<file path="src/rtl/output_port_ctrl.sv">
// Router output-port controller: round-robin grant of input requests,
// PORT_FREE/PORT_BUSY advertisement, 2-entry skid FIFO and credit-gated link.
//
// Ports:
//   clk, rst        clock, synchronous active-high reset
//   i_outport_req   per-input-port request bits for this output
//   o_outport_ack   registered one-hot grant pulse (one cycle)
//   o_port_status   PORT_FREE / PORT_BUSY back to the switch
//   i_s2o           crossbar flit for this output port
//   i_credit_ret    downstream freed one buffer slot
//   o_flit          registered link flit (invalid_flit() when idle)
//   o_flit_valid    o_flit carries a real flit
//   o_ovf_err       sticky: flit arrived while the FIFO was full

package router_pkg;

    localparam int NUM_PORTS = 5;

    typedef enum logic [2:0] {
        INVALID_FLIT,
        HEAD_FLIT,
        BODY_FLIT,
        TAIL_FLIT,
        HEADTAIL_FLIT
    } flit_type_t;

    typedef struct packed {
        flit_type_t  flit_type;
        logic [31:0] payload;
    } flit_tail_t;

    typedef struct packed {
        flit_tail_t tail;
    } flit_t;

    typedef struct packed {
        flit_t flit;
    } router_pipeline_bus_t;

    typedef enum logic {
        PORT_FREE,
        PORT_BUSY
    } port_status_t;

    typedef struct packed {
        port_status_t port_status;
    } OUT_PORT_t;

    typedef enum logic {
        IDLE,
        ACTIVE
    } opc_state_t;

    function automatic router_pipeline_bus_t invalid_flit();
        router_pipeline_bus_t f;
        f = '0;
        f.flit.tail.flit_type = INVALID_FLIT;
        return f;
    endfunction

endpackage

module output_port_ctrl
    import router_pkg::*;
#(
    parameter int NUM_OF_PORTS = NUM_PORTS,
    parameter int PORT_ID      = 0,
    parameter int CREDITS      = 4
) (
    input  logic                    clk,
    input  logic                    rst,
    input  logic [NUM_OF_PORTS-1:0] i_outport_req,
    output logic [NUM_OF_PORTS-1:0] o_outport_ack,
    output OUT_PORT_t               o_port_status,
    input  router_pipeline_bus_t    i_s2o,
    input  logic                    i_credit_ret,
    output router_pipeline_bus_t    o_flit,
    output logic                    o_flit_valid,
    output logic                    o_ovf_err
);

    localparam int PTR_W = (NUM_OF_PORTS > 1) ? $clog2(NUM_OF_PORTS) : 1;
    localparam logic [PTR_W-1:0] RR_INIT =
        PTR_W'((PORT_ID + 1) % NUM_OF_PORTS);
    localparam logic [PTR_W-1:0] LAST_IDX = PTR_W'(NUM_OF_PORTS - 1);
    localparam logic [3:0] CRED_MAX = 4'(CREDITS);

    opc_state_t state, state_nxt;

    logic [PTR_W-1:0]        rr_ptr, rr_nxt;
    logic [PTR_W-1:0]        win_idx, scan_idx;
    logic                    win_vld;
    logic [NUM_OF_PORTS-1:0] ack_nxt;

    router_pipeline_bus_t mem [2];
    logic                 wr_ptr, rd_ptr;
    logic [1:0]           count, count_nxt;
    logic [3:0]           credits, credits_nxt;

    logic port_free;
    logic flit_in, flit_tail;
    logic push, pop_fifo, bypass, fire;
    logic wr_en, ovf_set;

    // Status is decoded from registered state only.
    assign port_free = (state == IDLE) && (count == 2'd0) &&
                       (credits != 4'd0) && (o_outport_ack == '0);

    always_comb begin
        o_port_status = '0;
        o_port_status.port_status = port_free ? PORT_FREE : PORT_BUSY;
    end

    assign flit_in   = i_s2o.flit.tail.flit_type != INVALID_FLIT;
    assign flit_tail = i_s2o.flit.tail.flit_type inside
                       {TAIL_FLIT, HEADTAIL_FLIT};

    assign push     = (state == ACTIVE) && flit_in;
    assign pop_fifo = (count != 2'd0) && (credits != 4'd0);
    // Empty FIFO with a credit: the arriving flit goes straight out.
    assign bypass   = push && (count == 2'd0) && (credits != 4'd0);
    assign fire     = pop_fifo || bypass;
    // A full FIFO still accepts a push when it pops in the same cycle.
    assign wr_en    = push && !bypass && ((count != 2'd2) || pop_fifo);
    assign ovf_set  = push && (count == 2'd2) && !pop_fifo;

    // Lowest offset from rr_ptr wins; scan from far to near.
    always_comb begin
        win_vld  = 1'b0;
        win_idx  = '0;
        scan_idx = '0;
        for (int i = NUM_OF_PORTS - 1; i >= 0; i--) begin
            scan_idx = PTR_W'((int'(rr_ptr) + i) % NUM_OF_PORTS);
            if (i_outport_req[scan_idx]) begin
                win_vld = 1'b1;
                win_idx = scan_idx;
            end
        end
    end

    always_comb begin
        state_nxt = state;
        rr_nxt    = rr_ptr;
        ack_nxt   = '0;
        unique case (state)
            IDLE: begin
                if (win_vld && port_free) begin
                    ack_nxt[win_idx] = 1'b1;
                    rr_nxt = (win_idx == LAST_IDX) ? '0
                                                   : win_idx + PTR_W'(1);
                    state_nxt = ACTIVE;
                end
            end
            ACTIVE: begin
                if (push && flit_tail) begin
                    state_nxt = IDLE;
                end
            end
            default: state_nxt = IDLE;
        endcase
    end

    always_comb begin
        count_nxt = count;
        if (wr_en && !pop_fifo) begin
            count_nxt = count + 2'd1;
        end else if (!wr_en && pop_fifo) begin
            count_nxt = count - 2'd1;
        end

        credits_nxt = credits;
        if (fire && !i_credit_ret) begin
            credits_nxt = credits - 4'd1;
        end else if (!fire && i_credit_ret && (credits != CRED_MAX)) begin
            credits_nxt = credits + 4'd1;
        end
    end

    always_ff @(posedge clk) begin
        if (rst) begin
            state         <= IDLE;
            rr_ptr        <= RR_INIT;
            o_outport_ack <= '0;
            wr_ptr        <= 1'b0;
            rd_ptr        <= 1'b0;
            count         <= 2'd0;
            credits       <= CRED_MAX;
            o_flit        <= invalid_flit();
            o_flit_valid  <= 1'b0;
            o_ovf_err     <= 1'b0;
        end else begin
            state         <= state_nxt;
            rr_ptr        <= rr_nxt;
            o_outport_ack <= ack_nxt;
            count         <= count_nxt;
            credits       <= credits_nxt;
            if (wr_en) begin
                wr_ptr <= ~wr_ptr;
            end
            if (pop_fifo) begin
                rd_ptr <= ~rd_ptr;
            end
            o_flit_valid <= fire;
            if (pop_fifo) begin
                o_flit <= mem[rd_ptr];
            end else if (bypass) begin
                o_flit <= i_s2o;
            end else begin
                o_flit <= invalid_flit();
            end
            if (ovf_set) begin
                o_ovf_err <= 1'b1;
            end
        end
    end

    always_ff @(posedge clk) begin
        if (wr_en) begin
            mem[wr_ptr] <= i_s2o;
        end
    end

endmodule

</file>
<file path="config.mk">
export PLATFORM = sky130hd
export DESIGN_NAME = output_port_ctrl
export DESIGN_NICKNAME = d
export VERILOG_FILES = /design/src/rtl/output_port_ctrl.sv
export SDC_FILE = /design/constraint.sdc
export NUM_CORES = 1
export LEC_CHECK = 0
export ABC_AREA = 0
export CORE_UTILIZATION = 40
export CTS_CLUSTER_DIAMETER = 100
export DETAILED_ROUTE_END_ITERATION = 12
export PLACE_DENSITY = 0.61
export SYNTH_ARGS = -nofsm -noshare
export SYNTH_HDL_FRONTEND = slang
export SYNTH_SLANG_ARGS = --single-unit
</file>
<file path="constraint.sdc">
create_clock -name clk -period 9.25 [get_ports clk]
set_input_delay 1.3875 -clock clk [delete_from_list [all_inputs] [get_ports clk]]
set_output_delay 1.3875 -clock clk [all_outputs]
set_load 0.05 [all_outputs]
</file>
==> run summary <==
status: completed
Total GRT Usage: 19.73%
Power Density: 373.4 nW/um^2
syn nets: 681
synthesized-area fraction occupied by adder cells: 4.622%
Avg Synthesized Cell Area: 10.33 sq um
non-filler cells, final: 917
total CTS buffers: 17
Port Buffers: 85
Setup Crit Path Kind: reg2reg
hpwl dp: 10220 um
Die H: 128.1 um
synthesized instance count: 616
vias per std cell: 5.491
endpoint type of the worst setup path: register
DP Area: 7390 sq um
CP max FO: 25
Rel. slew slack: 28.55%
total die area: 16410 sq um
Layout fillers: 1355
detailed-route DRC error count: 0
register area share after synthesis: 50.35%
FP Rows: 45
global route total overflow: 0
RSZ-0062 raised after global routing: no
final setup vio count: 0
Least-Margin Pin Slew: 1069 ps
share of layout cells above drive strength 1: 8.357%
synth warn: 0
remaining antenna violation count: 0
synthesized area: 6361 sq um
synthesized-area fraction occupied by and/or/nand/nor cells: 15.48%
TritonCTS clock tree: yes
Avg WL per Cell: 16.84 um
mux share of post-synthesis cell area: 8.281%
leakage: 2.900 nW
Post-Synth XOR/XNOR Area: 2.046%
H-tree Lvls: 4
skew final: 10.20 ps
antenna violations before repair: 0
Worst IR Drop VDD: 0.3352 mV
Yosys reg bits: 125
# clock sinks: 125
# nets final: 758
die width: 128.1 um
TNS Setup: 0 ps
Synth Area in Compound Gates: 15.89%
clk_lat worst skew: 410 ps
total core area: 15370 sq um
Hold-fix buffers, CTS: 0
worst setup path start: rr_ptr[1]$_SDFFE_PP0P_
DP Cell Count: 885
routability cong.: 0.9258
CTS Buffer Depth: 2
uppermost layer routed: met4
global-route wire length before repair: 25030 um
startpoint types: register
TritonRoute pass-1 iters: 5
RR Endpoint: rr_ptr[1]$_SDFFE_PP0P_
wirelength, routed: 15440 um
Top Ports: 86
FF-to-FF path depth: 15
design area: 7968 sq um
reg2reg start: rr_ptr[1]$_SDFFE_PP0P_
Hold WC Path Type: reg2reg
Metal-1 WL: 7251 um
EDFF count, synth: 70
# resized after CTS: 0
arrival time at the worst endpoint: 5240 ps
final hold viol count: 0
ANT cells: 0
Syn-to-layout area delta: 25.26%
CP required: 9540 ps
largest family of logic cells by synthesized area: compound AO/OA/AOI/OAI gates
vias in the first global route: 4809
FMAX: 0.2020 GHz
fin crit share: 53.51%
Hold Worst Slack: 483.4 ps
root buf cell: clkbuf_16
Storage cell area: 3204 sq um
clk slew on worst S/H paths: 50 ps
met2 WL: 7301 um
Hold Path Sink: o_ovf_err$_SDFFE_PP0P_
DR iter-0 viols: 428
Max-cap violations: 0
Slew Limit Fails: 0
Setup Buffers After CTS: 0
initial core utilization: 41.38%
metal3 WL: 631 um
top_reg_cell synth: edfxtp_1
unique cell type count in the Yosys netlist: 79
R2R Setup Slk: 4300 ps
Worst Hold Depth: 2
footprint of the multi-input gates: 2959 sq um
minimum clock period: 4950 ps
largest net degree at the start of global routing: 56
Post-synth ARST share: 0%
DR vias: 5035
hold_sp: o_ovf_err$_SDFFE_PP0P_
[worst max-delay path: stages, from the launching register on]
cell,delay (ps)
dfxtp_1,730
inv_2,280
ha_1,900
inv_1,280
ha_1,260
inv_1,60
ha_1,210
nand2b_1,180
a22oi_1,240
a211oi_1,140
o31ai_2,360
o31ai_1,190
a2111o_1,410
o32ai_1,320
or4_1,200
nand3_1,60
[synthesized netlist by cell type, types with 4 or more instances]
cell type  number  share of area, %
buf_2           6              0.47
a311oi_1        4              0.55
dfxtp_1        55                17
a21o_1          4              0.47
a21oi_1        55               4.3
nor4_1          6              0.59
o21a_1          4              0.47
nor2b_1         5              0.49
xnor2_1        10               1.4
o211ai_1        7              0.83
nand2b_1        9              0.89
clkbuf_1       19               1.1
ha_1           21               4.1
nor2_1        108               6.4
mux2i_1        47               7.4
inv_1          18               1.1
a211oi_1        5              0.59
nand3_1        14               1.1
nand2_1        24               1.4
buf_1           5              0.30
and2_1          4              0.39
edfxtp_1       70                33
nor3_1         16               1.3
o21ai_0         9              0.71
[per-stage QoR]
| stage | utilization [%] | total power, mW | setup slack (ps) |
|---|---|---|---|
| 2_1_floorplan | - | 1.953 | 5248 |
| 3_3_place_gp | 48.07 | 2.316 | 4511 |
| 5_1_grt | 51.84 | 3.171 | 3831 |
| 4_1_cts | 51.84 | 2.985 | 4327 |
| 3_5_place_dp | 48.07 | 2.337 | 4350 |
| 6_report | 51.84 | 2.975 | 4300 |
[placed cells by master, fill, tap and decap left out, types with 4 or more instances in the layout]
cell type,synthesis,routed
o211ai_1,7,7
clkinv_2,0,5
nand2_1,24,24
nand3_1,14,14
ha_1,21,21
edfxtp_1,70,70
nor4_1,6,6
nor3_1,16,15
inv_1,18,18
dfxtp_1,55,54
nor2_1,108,108
nand2b_1,9,9
o21ai_0,9,9
o21a_1,4,4
clkbuf_16,0,17
buf_4,2,6
xnor2_1,10,10
a311oi_1,4,4
a21oi_1,55,55
nor2b_1,5,4
and2_1,4,4
clkdlybuf4s50_1,0,84
a211oi_1,5,5
mux2i_1,47,47
a21o_1,4,4
[power by group]
part           internal, mW  switching [mW]
registers             0.709          0.0624
logic                 0.581           0.987
clock network         0.408           0.227
[flip-flops by register name (all words and copies together), names as in the netlist, named ones only]
register / cells
wr_ptr: 1
state: 1
credits: 4
rr_ptr: 3
rd_ptr: 1
o_outport_ack: 5
count: 2
o_flit_valid: 1
mem: 70
o_ovf_err: 1
o_flit: 35
[metal layers]
layer | GRT usage [%] | vias up
met5 | 0 | -
met4 | 6.298 | 0
met3 | 4.591 | 20
met2 | 32.29 | 145
met1 | 25.79 | 2438
li1 | - | 2432
[cell type report]
class	instances	share of cell area, %
Sequential cell	125	40.22
Timing Repair Buffer	91	11.18
Multi-Input combinational cell	439	37.14
Clock buffer	21	5.779
Clock inverter	11	1.476
Tap cell	211	3.313
Inverter	19	0.8951
[worst max path at each step]
stage	to	slack (ps)	cells after the start
4_1_cts	rr_ptr[1]$_SDFFE_PP0P_	4330	15
5_1_grt	o_outport_ack[0]$_SDFF_PP0_	3830	12
6_report	rr_ptr[1]$_SDFFE_PP0P_	4300	15
2_1_floorplan	rr_ptr[1]$_SDFFE_PP0P_	5250	16
3_5_place_dp	rr_ptr[1]$_SDFFE_PP0P_	4350	15
3_3_place_gp	rr_ptr[1]$_SDFFE_PP0P_	4510	15
[cell families after synthesis]
group / count (synthesis)
fa+ha+maj: 23
flops: 125
xor+xnor: 14
buf+inv: 52
simple gates: 211
compound gates: 141
mux: 50
Note: power is estimated with default switching activity, not from simulation.
